File: src/rtl/fa16_rev_seq_ctrl.sv
// Sequencing controller for the 16-bit dual-rail reversible adder macro.
// Optional perf counters: define FA16_CTRL_PERF_EN.
module fa16_rev_seq_ctrl #(
    parameter int EVAL_CYCLES    = 2,
    parameter int RECOVER_CYCLES = 2
) (
    input  logic        clk,
    input  logic        rst_n,
    input  logic        in_valid,
    output logic        in_ready,
    input  logic [15:0] in_a,
    input  logic [15:0] in_b,
    input  logic        in_cin,
    output logic        out_valid,
    input  logic        out_ready,
    output logic [15:0] out_sum,
    output logic        out_cout,
    output logic        out_err,
    output logic [15:0] drv_a,
    output logic [15:0] drv_a_not,
    output logic [15:0] drv_b,
    output logic [15:0] drv_b_not,
    output logic        drv_c0,
    output logic        drv_c0_not,
    output logic [15:0] drv_s,
    output logic [15:0] drv_s_not,
    output logic        drv_c15,
    output logic        drv_c15_not,
    output logic        drv_s_en,
    input  logic [15:0] fa_s,
    input  logic [15:0] fa_s_not,
    input  logic        fa_c15,
    input  logic        fa_c15_not,
    input  logic [15:0] fa_a_b,
    input  logic [15:0] fa_a_not_b
`ifdef FA16_CTRL_PERF_EN
    ,
    output logic [15:0] perf_ops,
    output logic [7:0]  perf_errs
`endif
);

    localparam int CW = 16;

    typedef enum logic [2:0] {
        S_IDLE, S_FWD, S_CAPT, S_REV, S_CHECK, S_NULL, S_DONE
    } state_t;

    state_t         state_q, state_d;
    logic [CW-1:0]  cnt_q, cnt_d;
    logic [15:0]    a_q, a_d, b_q, b_d, sum_q, sum_d;
    logic           cin_q, cin_d, cout_q, cout_d, err_q, err_d;
    logic           in_ready_q, in_ready_d, out_valid_q, out_valid_d;
    logic [15:0]    da_q, da_d, dan_q, dan_d, db_q, db_d, dbn_q, dbn_d;
    logic [15:0]    ds_q, ds_d, dsn_q, dsn_d;
    logic           dc0_q, dc0_d, dc0n_q, dc0n_d;
    logic           dc15_q, dc15_d, dc15n_q, dc15n_d, sen_q, sen_d;
    logic           s_bad, a_bad, fwd, rev;

    // A pair is bad when both rails match (null or fault).
    assign s_bad = (|(~(fa_s ^ fa_s_not))) | ~(fa_c15 ^ fa_c15_not);
    assign a_bad = (|(~(fa_a_b ^ fa_a_not_b))) | (fa_a_b != a_q);

    // Next-state, operand latch, capture and error accumulation.
    always_comb begin
        state_d = state_q;
        cnt_d   = cnt_q;
        a_d     = a_q;
        b_d     = b_q;
        cin_d   = cin_q;
        sum_d   = sum_q;
        cout_d  = cout_q;
        err_d   = err_q;
        unique case (state_q)
            S_IDLE: begin
                if (in_valid && in_ready_q) begin
                    a_d     = in_a;
                    b_d     = in_b;
                    cin_d   = in_cin;
                    err_d   = 1'b0;
                    cnt_d   = CW'(EVAL_CYCLES - 1);
                    state_d = S_FWD;
                end
            end
            S_FWD: begin
                if (cnt_q == '0) state_d = S_CAPT;
                else             cnt_d   = cnt_q - 1'b1;
            end
            S_CAPT: begin
                sum_d   = fa_s;
                cout_d  = fa_c15;
                err_d   = err_q | s_bad;
                cnt_d   = CW'(RECOVER_CYCLES - 1);
                state_d = S_REV;
            end
            S_REV: begin
                if (cnt_q == '0) state_d = S_CHECK;
                else             cnt_d   = cnt_q - 1'b1;
            end
            S_CHECK: begin
                err_d   = err_q | a_bad;
                state_d = S_NULL;
            end
            S_NULL: state_d = S_DONE;
            S_DONE: begin
                if (out_ready) state_d = S_IDLE;
            end
            default: state_d = S_IDLE;
        endcase
    end

    // Rail drives for the state being entered, so they are registered.
    always_comb begin
        fwd         = (state_d == S_FWD) || (state_d == S_CAPT);
        rev         = (state_d == S_REV) || (state_d == S_CHECK);
        da_d        = fwd ? a_d : '0;
        dan_d       = fwd ? ~a_d : '0;
        db_d        = (fwd || rev) ? b_d : '0;
        dbn_d       = (fwd || rev) ? ~b_d : '0;
        dc0_d       = fwd & cin_d;
        dc0n_d      = fwd & ~cin_d;
        ds_d        = rev ? sum_d : '0;
        dsn_d       = rev ? ~sum_d : '0;
        dc15_d      = rev & cout_d;
        dc15n_d     = rev & ~cout_d;
        sen_d       = rev;
        in_ready_d  = (state_d == S_IDLE);
        out_valid_d = (state_d == S_DONE);
    end

    // State and output registers with synchronous reset.
    always_ff @(posedge clk) begin
        if (!rst_n) begin
            state_q     <= S_IDLE;
            cnt_q       <= '0;
            a_q         <= '0;
            b_q         <= '0;
            cin_q       <= 1'b0;
            sum_q       <= '0;
            cout_q      <= 1'b0;
            err_q       <= 1'b0;
            in_ready_q  <= 1'b0;
            out_valid_q <= 1'b0;
            da_q        <= '0;
            dan_q       <= '0;
            db_q        <= '0;
            dbn_q       <= '0;
            dc0_q       <= 1'b0;
            dc0n_q      <= 1'b0;
            ds_q        <= '0;
            dsn_q       <= '0;
            dc15_q      <= 1'b0;
            dc15n_q     <= 1'b0;
            sen_q       <= 1'b0;
        end else begin
            state_q     <= state_d;
            cnt_q       <= cnt_d;
            a_q         <= a_d;
            b_q         <= b_d;
            cin_q       <= cin_d;
            sum_q       <= sum_d;
            cout_q      <= cout_d;
            err_q       <= err_d;
            in_ready_q  <= in_ready_d;
            out_valid_q <= out_valid_d;
            da_q        <= da_d;
            dan_q       <= dan_d;
            db_q        <= db_d;
            dbn_q       <= dbn_d;
            dc0_q       <= dc0_d;
            dc0n_q      <= dc0n_d;
            ds_q        <= ds_d;
            dsn_q       <= dsn_d;
            dc15_q      <= dc15_d;
            dc15n_q     <= dc15n_d;
            sen_q       <= sen_d;
        end
    end

    assign in_ready    = in_ready_q;
    assign out_valid   = out_valid_q;
    assign out_sum     = sum_q;
    assign out_cout    = cout_q;
    assign out_err     = err_q;
    assign drv_a       = da_q;
    assign drv_a_not   = dan_q;
    assign drv_b       = db_q;
    assign drv_b_not   = dbn_q;
    assign drv_c0      = dc0_q;
    assign drv_c0_not  = dc0n_q;
    assign drv_s       = ds_q;
    assign drv_s_not   = dsn_q;
    assign drv_c15     = dc15_q;
    assign drv_c15_not = dc15n_q;
    assign drv_s_en    = sen_q;

`ifdef FA16_CTRL_PERF_EN
    logic [15:0] ops_q, ops_d;
    logic [7:0]  errs_q, errs_d;
    logic        hs;

    // Count completed results; error count saturates.
    always_comb begin
        hs     = out_valid_q & out_ready;
        ops_d  = ops_q + {15'd0, hs};
        errs_d = errs_q;
        if (hs && err_q && errs_q != 8'hFF) errs_d = errs_q + 8'd1;
    end

    // Perf counter registers.
    always_ff @(posedge clk) begin
        if (!rst_n) begin
            ops_q  <= '0;
            errs_q <= '0;
        end else begin
            ops_q  <= ops_d;
            errs_q <= errs_d;
        end
    end

    assign perf_ops  = ops_q;
    assign perf_errs = errs_q;
`endif

endmodule

File: config.mk
export PLATFORM = sky130hd
export DESIGN_NAME = fa16_rev_seq_ctrl
export DESIGN_NICKNAME = d
export VERILOG_FILES = /design/src/rtl/fa16_rev_seq_ctrl.sv
export SDC_FILE = /design/constraint.sdc
export NUM_CORES = 1
export LEC_CHECK = 0
export ABC_AREA = 1
export BUFFER_PORTS_ARGS = -buffer_cell sky130_fd_sc_hd__buf_4
export CAP_MARGIN = 20
export CORE_AREA = 5 5 168 170
export DETAILED_ROUTE_END_ITERATION = 16
export DIE_AREA = 0 0 173 175
export PLACE_DENSITY = 0.45
export SLEW_MARGIN = 0
export SYNTH_ARGS = -nofsm -noshare
export SYNTH_HDL_FRONTEND = slang
export SYNTH_SLANG_ARGS = --single-unit
File: constraint.sdc
create_clock -name clk -period 2 [get_ports clk]
set_input_delay 0.5 -clock clk [delete_from_list [all_inputs] [get_ports clk]]
set_output_delay 0.5 -clock clk [all_outputs]
set_load 0.01 [all_outputs]
==> impl_metrics.csv <==
group,metric,value,unit
power_and_ir_drop,clockPowerShare,26.2,%
worst_setup_path,crit_family,"simple AND/OR/NAND/NOR gates",
route,num_vias,5623,
logic_synthesis,yosysSeqAreaShare,53.0,%
logic_synthesis,yosys_warnings,0,
worst_setup_path,cp_common_cell,"nand2_1",
route,drc,0,
sta,clock.fmax,567,MHz
floorplanning,ioPinCount,224,
global_routing,grt_pass1_vias,5637,
floorplanning,rows,60,
clock_network,h-tree-depth,4,
clock_network,cts_root_buf,"clkbuf_16",
logic_synthesis,async_flop_share,0,%
sta,hold_violations,0,
worst_setup_path,slowest_delay,330,ps
placed_design,placedCellCount,1399,
route,ant_nets,0,
layout,final_layout_size_suffix_gt1_share,31.7,%
clock_network,clk_latency,420,ps
placed_design,gp_congestion,0.777,
sta,period_share,88.2,%
route,viasPerCell,3.93,
global_routing,grt_antenna_before_repair,1,
clock_network,clockBufferDepth,2,
floorplanning,die_w,173,µm
floorplanning,die_y,175,µm
route,first_iter_violations,205,
placed_design,numPortBuffers,223,
layout,nets,1181,
layout,antenna_cells,0,
logic_synthesis,ys_ff_latch,173,
logic_synthesis,yosys.cell_count.top_type,"nor2_1",
sta,setup_violations,0,
sta,fin_crit,1760,ps
floorplanning,start_util,24.6,%
sta,slew-limit-headroom,68.0,%
floorplanning,die_area,0.0303,mm²
clock_network,clk_pin_slew,70,ps
global_routing,grt-ovfl-total,0,
clock_network,clock-sinks,173,
power_and_ir_drop,power.internal,8.04,mW
logic_synthesis,synth_top_area_cell,"dfxtp_1",
clock_network,cts_buffers,17,
layout,finalNonFillerCells,1431,
sta,worstMarginPinSlew,480,ps
worst_setup_path,cp_cell_sequence,"inv_1 -> ha_1 -> nand2_1 -> nor2_1 -> nand2_2 -> nand2_1 -> nand2_2 -> nand2_1 -> nor2_1 -> nand3_1 -> nand2_1 -> nor2_1",
power_and_ir_drop,p_sw_share,36.4,%
logic_synthesis,synth_edf_count,0,
global_routing,grt_pass1_wl,30200,µm
worst_setup_path,crit_type,"flop to flop",
route,routed_wl,18800,µm
floorplanning,coreArea,0.0266,mm²
worst_setup_path,crit_slowest_cell,"dfxtp_1",
global_routing,grt_max_degree,44,
sta,drv_slew,0,
logic_synthesis,synth_cell_types,34,
worst_setup_path,cp_data_required_time,2310,ps
worst_setup_path,cp_max_fo,11,
power_and_ir_drop,power.switching,4.60,mW
clock_network,cts_tree,"done",
worst_setup_path,crit_path_start_kind,"flop",
placed_design,dp_hpwl,14200,µm
layout,area_growth,41.3,%
clock_network,post_cts.repair.setup_buffers,0,
power_and_ir_drop,comb_power_share,38.0,%
logic_synthesis,netlist_top_cells_count,"201 x nor2_1, 173 x dfxtp_1, 135 x nand2_1",
power_and_ir_drop,pwr-share-seq,35.7,%
power_and_ir_drop,power.density,1370,mW/mm²
route,wl_per_cell,13.1,µm
logic_synthesis,synth.cell_area,0.00654,mm²
worst_setup_path,end_kind,"flop",
sta,fin_skew,13.7,ps
global_routing,track_usage,12.4,%
power_and_ir_drop,p_leak,4.78,nW
run_status,status,"completed",
power_and_ir_drop,peakVddDrop,479,µV
sta,fin_setup_tns,0,ps
logic_synthesis,avgSynthCellArea,7.71,µm²
route,drt-pass1-iter-count,4,
logic_synthesis,synthCells,848,
min_path,worstHoldPathType,"input pin to flop",
logic_synthesis,synth.area.top_cells,"dfxtp_1 53%, nor2_1 12%, nand2_1 7.7%",
worst_setup_path,worstPathArrival,2080,ps
worst_setup_path,worst-path-buf-inv,1,
logic_synthesis,ys.flop_type,"dfxtp_1",
layout,nFillCells,2851,
logic_synthesis,synth_top_area_share,53.0,%
sta,rsz0062_at_grt,"no",
logic_synthesis,syn-num-nets,952,
flow_run,drv_cap,0,
==> metal layers <==
metal  wire length [µm]  vias to the layer above  global-route usage (%)
li1                   -                     3008                       -
met1               8430                     2457                    14.8
met3               1330                       13                    5.11
met5                 13                        -                       0
met2               8830                      143                    20.8
met4                166                        2                    2.86
==> final cells by class <==
type,instances,area [µm²],area share [%]
tap,341,427,4.62
inverter,116,435,4.71
sequential,173,3460,37.5
clock inverter,13,145,1.57
multi-input combinational,533,2500,27.1
clock buffer,19,443,4.79
timing repair buffer,236,1820,19.7
==> sequential cells by signal, indices dropped and copies added, names as in the netlist, 3 cells and up <==
name / count
cnt_q: 16
drv_s: 16
a_q: 16
out_sum: 16
b_q: 16
drv_a: 16
drv_s_not: 16
state_q: 3
drv_b_not: 16
drv_b: 16
drv_a_not: 16
==> worst min-delay path: stages <==
cell	delay, ps
buf_4	150
nand2_1	60
inv_1	40
==> what timing repair did <==
action                                  4_1_cts  5_1_grt
gates resized for setup                       0        1
endpoints found under the hold margin         0        0
endpoints found under the setup margin        0        4
hold buffers                                  0        0
==> worst paths after layout <==
kind         depth (start not counted)                  start                     to  slack (ps)
min                                  3                  rst_n   out_err$_SDFFE_PN0P_         360
max                                 12  cnt_q[1]$_SDFFE_PN0P_  cnt_q[8]$_SDFFE_PN0P_         240
max reg2reg                         12  cnt_q[1]$_SDFFE_PN0P_  cnt_q[8]$_SDFFE_PN0P_         240
min reg2reg                          1  cnt_q[3]$_SDFFE_PN0P_  cnt_q[3]$_SDFFE_PN0P_         500
==> stage by stage <==
step / util, % / power, mW / worst slack (ps) / hold WS (ps) / area, µm²
after floorplan: - / 7.71 / 384 / 443 / 6540
after global placement: 32.5 / 9.46 / 89.3 / 468 / 8650
after detailed placement: 32.5 / 9.47 / 84.9 / 478 / 8650
after CTS: 34.8 / 12.9 / 116 / 342 / 9240
after global routing: 34.8 / 13.7 / 37.9 / 357 / 9240
final: 34.8 / 12.6 / 236 / 360 / 9240
==> kinds of logic (layout without fill, tap and decap cells) <==
family                   after synthesis  after routing  synth area share (%)
AO/OA/AOI/OAI                         82             82                  7.04
XOR/XNOR                              16             16                  2.14
adder cells (fa/ha/maj)                1              1                 0.191
buffers and inverters                142            384                  8.78
flip-flops                           173            173                  53.0
AND/OR/NAND/NOR                      434            434                  28.9
==> power by group through the flow <==
stage	Combinational [mW]	Clock (mW)	Sequential, mW
2_1_floorplan	2.91	0	4.79
3_3_place_gp	4.85	0	4.60
3_5_place_dp	4.86	0	4.60
4_1_cts	4.88	3.46	4.53
5_1_grt	5.47	3.58	4.61
6_report	4.81	3.32	4.52
==> cell usage in the layout (no fill, tap or decap), types with 2 or more instances in the layout <==
master        n
and2_0        2
o21ai_1      10
clkbuf_16    17
or2_2        34
buf_4       232
buf_12        4
dfxtp_1     173
nand2_1     134
nor2_2       28
o21a_1       14
clkinv_4      2
a21oi_2       3
xnor2_1      11
a21oi_1      12
nor2_1      201
o21ai_0      41
xor2_1        5
nor3_1        8
and2_1        6
clkinvlp_4    2
inv_6         5
nor2_4        2
nand3_1      10
inv_2         5
inv_1       111
inv_8         2
nand2_2       3
No activity file was read; power rests on OpenSTA's default activity.
